`src/rtl/ltc2601_pkg.sv`:
```
// Shared constants and state encoding for the LTC2601 daisy-chain frame receiver.
package ltc2601_pkg;
  localparam int NUM_CH = 4;
  localparam int WORD_BITS = 24;
  localparam logic [3:0] CMD_WRITE_UPDATE = 4'h3;
  localparam logic [6:0] BIT_COUNT_MAX = 7'd127;

  typedef enum logic [1:0] {
    IDLE  = 2'd0,
    SHIFT = 2'd1,
    CHECK = 2'd2
  } rx_state_e;
endpackage

```
`src/rtl/spi_sync_edge.sv`:
```
// Two-flop synchronizer followed by one edge-detect register; level and edges are time-aligned.
module spi_sync_edge #(
  parameter logic RST_VAL = 1'b0
) (
  input  logic clkin,
  input  logic reset,
  input  logic din,
  output logic level,
  output logic rise,
  output logic fall
);
  logic s1, s2, s3;

  always_ff @(posedge clkin or posedge reset) begin
    if (reset) begin
      s1   <= RST_VAL;
      s2   <= RST_VAL;
      s3   <= RST_VAL;
      rise <= 1'b0;
      fall <= 1'b0;
    end else begin
      s1   <= din;
      s2   <= s1;
      s3   <= s2;
      rise <= s2 & ~s3;
      fall <= ~s2 & s3;
    end
  end

  // s3 carries the same sample that produced rise/fall, so data stays aligned with the sclk edge
  assign level = s3;
endmodule

```
`src/rtl/ltc2601_rx.sv`:
```
// Receives chip-select framed daisy-chained DAC words and latches them into a per-channel register file.
// state | meaning
// IDLE  | waiting for csel falling edge; sclk ignored
// SHIFT | capturing mosi on each sclk rising edge until csel rises
// CHECK | one cycle: commit frame if bit count exact, else flag error
module ltc2601_rx #(
  parameter int NUM_CH    = ltc2601_pkg::NUM_CH,
  parameter int WORD_BITS = ltc2601_pkg::WORD_BITS
) (
  input  logic                 clkin,
  input  logic                 reset,
  input  logic                 sclk,
  input  logic                 csel,
  input  logic                 mosi,
  input  logic [1:0]           rd_addr,
  output logic [WORD_BITS-1:0] rd_data,
  output logic                 busy,
  output logic                 frame_done,
  output logic                 frame_err,
  output logic [6:0]           bit_count
);
  import ltc2601_pkg::*;

  localparam int TOTAL = NUM_CH * WORD_BITS;
  localparam logic [6:0] FRAME_BITS = 7'(TOTAL);

  rx_state_e state, state_nxt;
  logic [TOTAL-1:0] shreg;
  logic [NUM_CH-1:0][WORD_BITS-1:0] regs;
  logic fall_pend;
  logic start;

  logic sclk_rise, cs_rise, cs_fall, mosi_lvl;
  logic sclk_lvl_unused, sclk_fall_unused, cs_lvl_unused, mosi_rise_unused, mosi_fall_unused;

  spi_sync_edge #(.RST_VAL(1'b0)) u_sync_sclk (
    .clkin(clkin), .reset(reset), .din(sclk),
    .level(sclk_lvl_unused), .rise(sclk_rise), .fall(sclk_fall_unused)
  );

  spi_sync_edge #(.RST_VAL(1'b1)) u_sync_csel (
    .clkin(clkin), .reset(reset), .din(csel),
    .level(cs_lvl_unused), .rise(cs_rise), .fall(cs_fall)
  );

  spi_sync_edge #(.RST_VAL(1'b0)) u_sync_mosi (
    .clkin(clkin), .reset(reset), .din(mosi),
    .level(mosi_lvl), .rise(mosi_rise_unused), .fall(mosi_fall_unused)
  );

  always_comb begin
    state_nxt  = state;
    start      = 1'b0;
    frame_done = 1'b0;
    frame_err  = 1'b0;
    case (state)
      IDLE: begin
        if (cs_fall || fall_pend) begin
          start     = 1'b1;
          state_nxt = SHIFT;
        end
      end
      SHIFT: begin
        if (cs_rise) state_nxt = CHECK;
      end
      CHECK: begin
        state_nxt = IDLE;
        if (bit_count == FRAME_BITS) frame_done = 1'b1;
        else                         frame_err  = 1'b1;
      end
      default: state_nxt = IDLE;
    endcase
  end

  always_ff @(posedge clkin or posedge reset) begin
    if (reset) begin
      state     <= IDLE;
      shreg     <= '0;
      bit_count <= '0;
      fall_pend <= 1'b0;
      regs      <= '0;
    end else begin
      state <= state_nxt;
      case (state)
        IDLE: begin
          fall_pend <= 1'b0;
          if (start) begin
            shreg     <= '0;
            bit_count <= '0;
          end
        end
        SHIFT: begin
          if (sclk_rise) begin
            shreg <= {shreg[TOTAL-2:0], mosi_lvl};
            if (bit_count != BIT_COUNT_MAX) bit_count <= bit_count + 7'd1;
          end
        end
        CHECK: begin
          // a new frame may start while we are still checking the last one
          fall_pend <= cs_fall;
          if (frame_done) regs <= shreg;
        end
        default: ;
      endcase
    end
  end

  assign busy    = (state != IDLE);
  assign rd_data = regs[rd_addr];
endmodule

```
`config.mk`:
```
export PLATFORM = sky130hd
export DESIGN_NAME = ltc2601_rx
export DESIGN_NICKNAME = d
export VERILOG_FILES = /design/src/rtl/ltc2601_pkg.sv /design/src/rtl/spi_sync_edge.sv /design/src/rtl/ltc2601_rx.sv
export SDC_FILE = /design/constraint.sdc
export NUM_CORES = 1
export LEC_CHECK = 0
export ABC_AREA = 1
export CORE_ASPECT_RATIO = 0.7
export CORE_MARGIN = 8
export CORE_UTILIZATION = 55
export DETAILED_ROUTE_END_ITERATION = 7
export PLACE_DENSITY = 0.85
export SLEW_MARGIN = 20
export SYNTH_ARGS = -nofsm -noshare
export SYNTH_HDL_FRONTEND = slang
export SYNTH_SLANG_ARGS = --single-unit
```
`constraint.sdc`:
```
create_clock -name clkin -period 8.4 [get_ports clkin]
set_clock_uncertainty 0.05 [all_clocks]
set_input_delay 1.26 -clock clkin [delete_from_list [all_inputs] [get_ports clkin]]
set_output_delay 1.26 -clock clkin [all_outputs]
set_load 0.005 [all_outputs]
```
==> metrics.txt <==
Worst Setup SP=rd_addr[1]; Die Span Y=between 100 and 150 microns; Internal=about 1.6 mW; initial antenna violation count=0; Crit path arrival time=about 4 ns; Synth Register Bits=between 200 and 250; worst-path fanout max=25; DR WL/cell=roughly 17 microns; syn_nets=a little under 900; Final min period=5.35 ns; worst reg2reg path depth=7; port bufs=40; Util after Layout=62.7%; Peak VDD IR=between 0.00015 and 0.0002 V; hpwl dp=around 11 mm; Rows=38; unrepaired setup endpoints after global routing=no; clk root buf=clkbuf_16; sequential fraction of the synthesis area=about three fifths; crit path kind=input port to primary output; DR iter-0 viols=roughly 550; slew margin rel.=~28%; DRC errors left=0; hold slack=roughly 0.30 ns; Clock power frac=about 40%; Synth warnings=0; LEAKAGE=4.28 nW; Syn Std Cell Area=about 8800 sq um; Hold Path Sink=u_sync_mosi.s2; HP Start=u_sync_mosi.s1; drt first pass iters=5; core area=15500 sq um; I/O pin cnt=a little over 40; total CTS buffers=20; reg2reg start=state[0]; CP Capture Type=primary output; final setup vio count=0; Worst Path Required=slightly above 7 ns; Tcrit/Tclk final=between 60 and 70%; clock-pin slew on the worst setup and hold paths=approximately 0.060 ns; Slew Viols, Final=0; post-route cell area=between 9000 and 10000 sq um; n_diodes=0; R2R setup slack=around 5.9 ns; routability congestion estimate from global placement=0.819; switching pwr=0.581 mW; CTS tree=yes; Post-Synthesis Cells=approximately 860; Cell Pwr Density=about 230 nW/um^2; Hold Vio Cnt, Final=0; total track usage=18.4%; Vias=6128; H-tree level count=1; Initial Util=roughly 57%; Detailed Route WL=18.2 mm; Max Cap Viol=0; end of the worst register-to-register path=bit_count[2]; synthesized area per cell=between 10 and 15 sq um; Hold/Removal Path Class=flop to flop; Switching Fraction=a little over a quarter; status=finished clean; setup bufs post-CTS=0; Cell variety after synth=24; first-pass GRT wire length=a little over 30 mm; PostCTS Resize Cnt=0; area of the die=20300 sq um; startpoint types=input port; vias per cell=between 5 and 6; Hold Path Depth=0; nets=877; Clk Latency, worst-skew pair=0.49 ns; Reg power frac=a little under half; vias in the first global route=5992; Area Growth Syn to Fin=11.0%; Setup TNS Final=0 ns; clk sinks=about 210; Final WS setup=about 3.1 ns; number of hold buffers added after CTS=0; die width=167 microns; Logic pwr share=between 10% and 20%; Clock Tree Buf Depth=3; layout cell share with drive strength beyond 1=between 10% and 20%; measured slew at the worst slew-check pin=1.09 ns; placed inst area=between 9000 and 10000 sq um; pre-CTS setup slack=between 3 and 4 ns; total gr overflow=0; f_max=~190 MHz; largest net degree at the start of global routing=137; Routed Antenna Nets=0
## power groups by stage
stage	Sequential (mW)	Clock [mW]	Combinational, mW
after floorplan	1.08	0	0.201
after global placement	1.08	0	0.280
after CTS	1.06	0.894	0.282
after global routing	1.06	0.934	0.313
after detailed placement	1.08	0	0.281
final	1.06	0.879	0.283
## how the worst max path moves through the flow
stage                         to  cells past startpoint
finish               rd_data[20]                      5
global route         rd_data[20]                      5
CTS                  rd_data[20]                      5
detailed placement   rd_data[20]                      5
global placement     rd_data[20]                      5
floorplan           bit_count[0]                      1
## worst max-delay path, cell delays in order
cell and delay (ns):
clkdlybuf4s50_1 0.87, inv_1 0.88, o21ai_0 0.21, o22ai_1 0.23
clkdlybuf4s50_1 0.57
## kinds of logic after synthesis
group                      count (synthesis)  share of synthesized area (%)
AOI/OAI and AO/OA                        278                           21.0
adders and majority gates                  2                          0.285
and+or+nand+nor                          190                           8.50
buffers and inverters                    172                           9.23
DFF                                      214                           61.0
## metal layers
layer / global-route usage (%) / wire length, microns / vias up
met4: 4.94 / 394 / 0
met2: 27.4 / 8060 / 187
li1: - / - / 2887
met5: 0 / 0 / -
met1: 26.8 / 8530 / 3028
met3: 4.30 / 1230 / 26
## cell usage in the layout, fill, tap and decap left out, drive strengths merged
cell type      synthesis  final
a21oi                  4      4
buf                   36      6
bufinv                 0      1
clkbuf                19     29
clkdlybuf4s50          0     39
clkinv                 0      3
dfrtp                211    211
dfstp                  3      3
ha                     2      2
inv                  117    117
nand2                120    120
nand3                  8      8
nor2                  61     61
nor3                   1      1
o21ai                152    152
o21bai                 1      1
o22ai                121    121
## registers in the layout, summed over array words and instances, names as in the netlist, 2 cells and up
signal	flops
shreg	96
regs	96
state	2
bit_count	7
## area by class of cell
class                   instances  area [sq um]
clock buffers                  29           586
clock inverters                 4          45.0
fillers                      1210          5800
inverters                     117           447
multi-input cells             470          2630
flip-flops and latches        214          5360
well taps                     200           250
repair buffers                 45           433
## cell usage after synthesis, drive strengths merged
cell | instances | area [sq um]
dfrtp | 211 | 5280
o21ai | 152 | 1060
o22ai | 121 | 757
nand2 | 120 | 453
inv | 117 | 439
nor2 | 61 | 239
buf | 36 | 300
clkbuf | 19 | 71.3
nand3 | 8 | 45.0
a21oi | 4 | 20.0
dfstp | 3 | 78.8
ha | 2 | 25.0
nor3 | 1 | 10.0
o21bai | 1 | 7.51
## per-stage QoR
step | total power [mW] | cells
finish | 2.22 | 1079
CTS | 2.23 | 1079
detailed placement | 1.36 | 1046
global placement | 1.36 | 1046
global route | 2.31 | 1079
floorplan | 1.28 | 856
(Power assumes the default switching activity.)
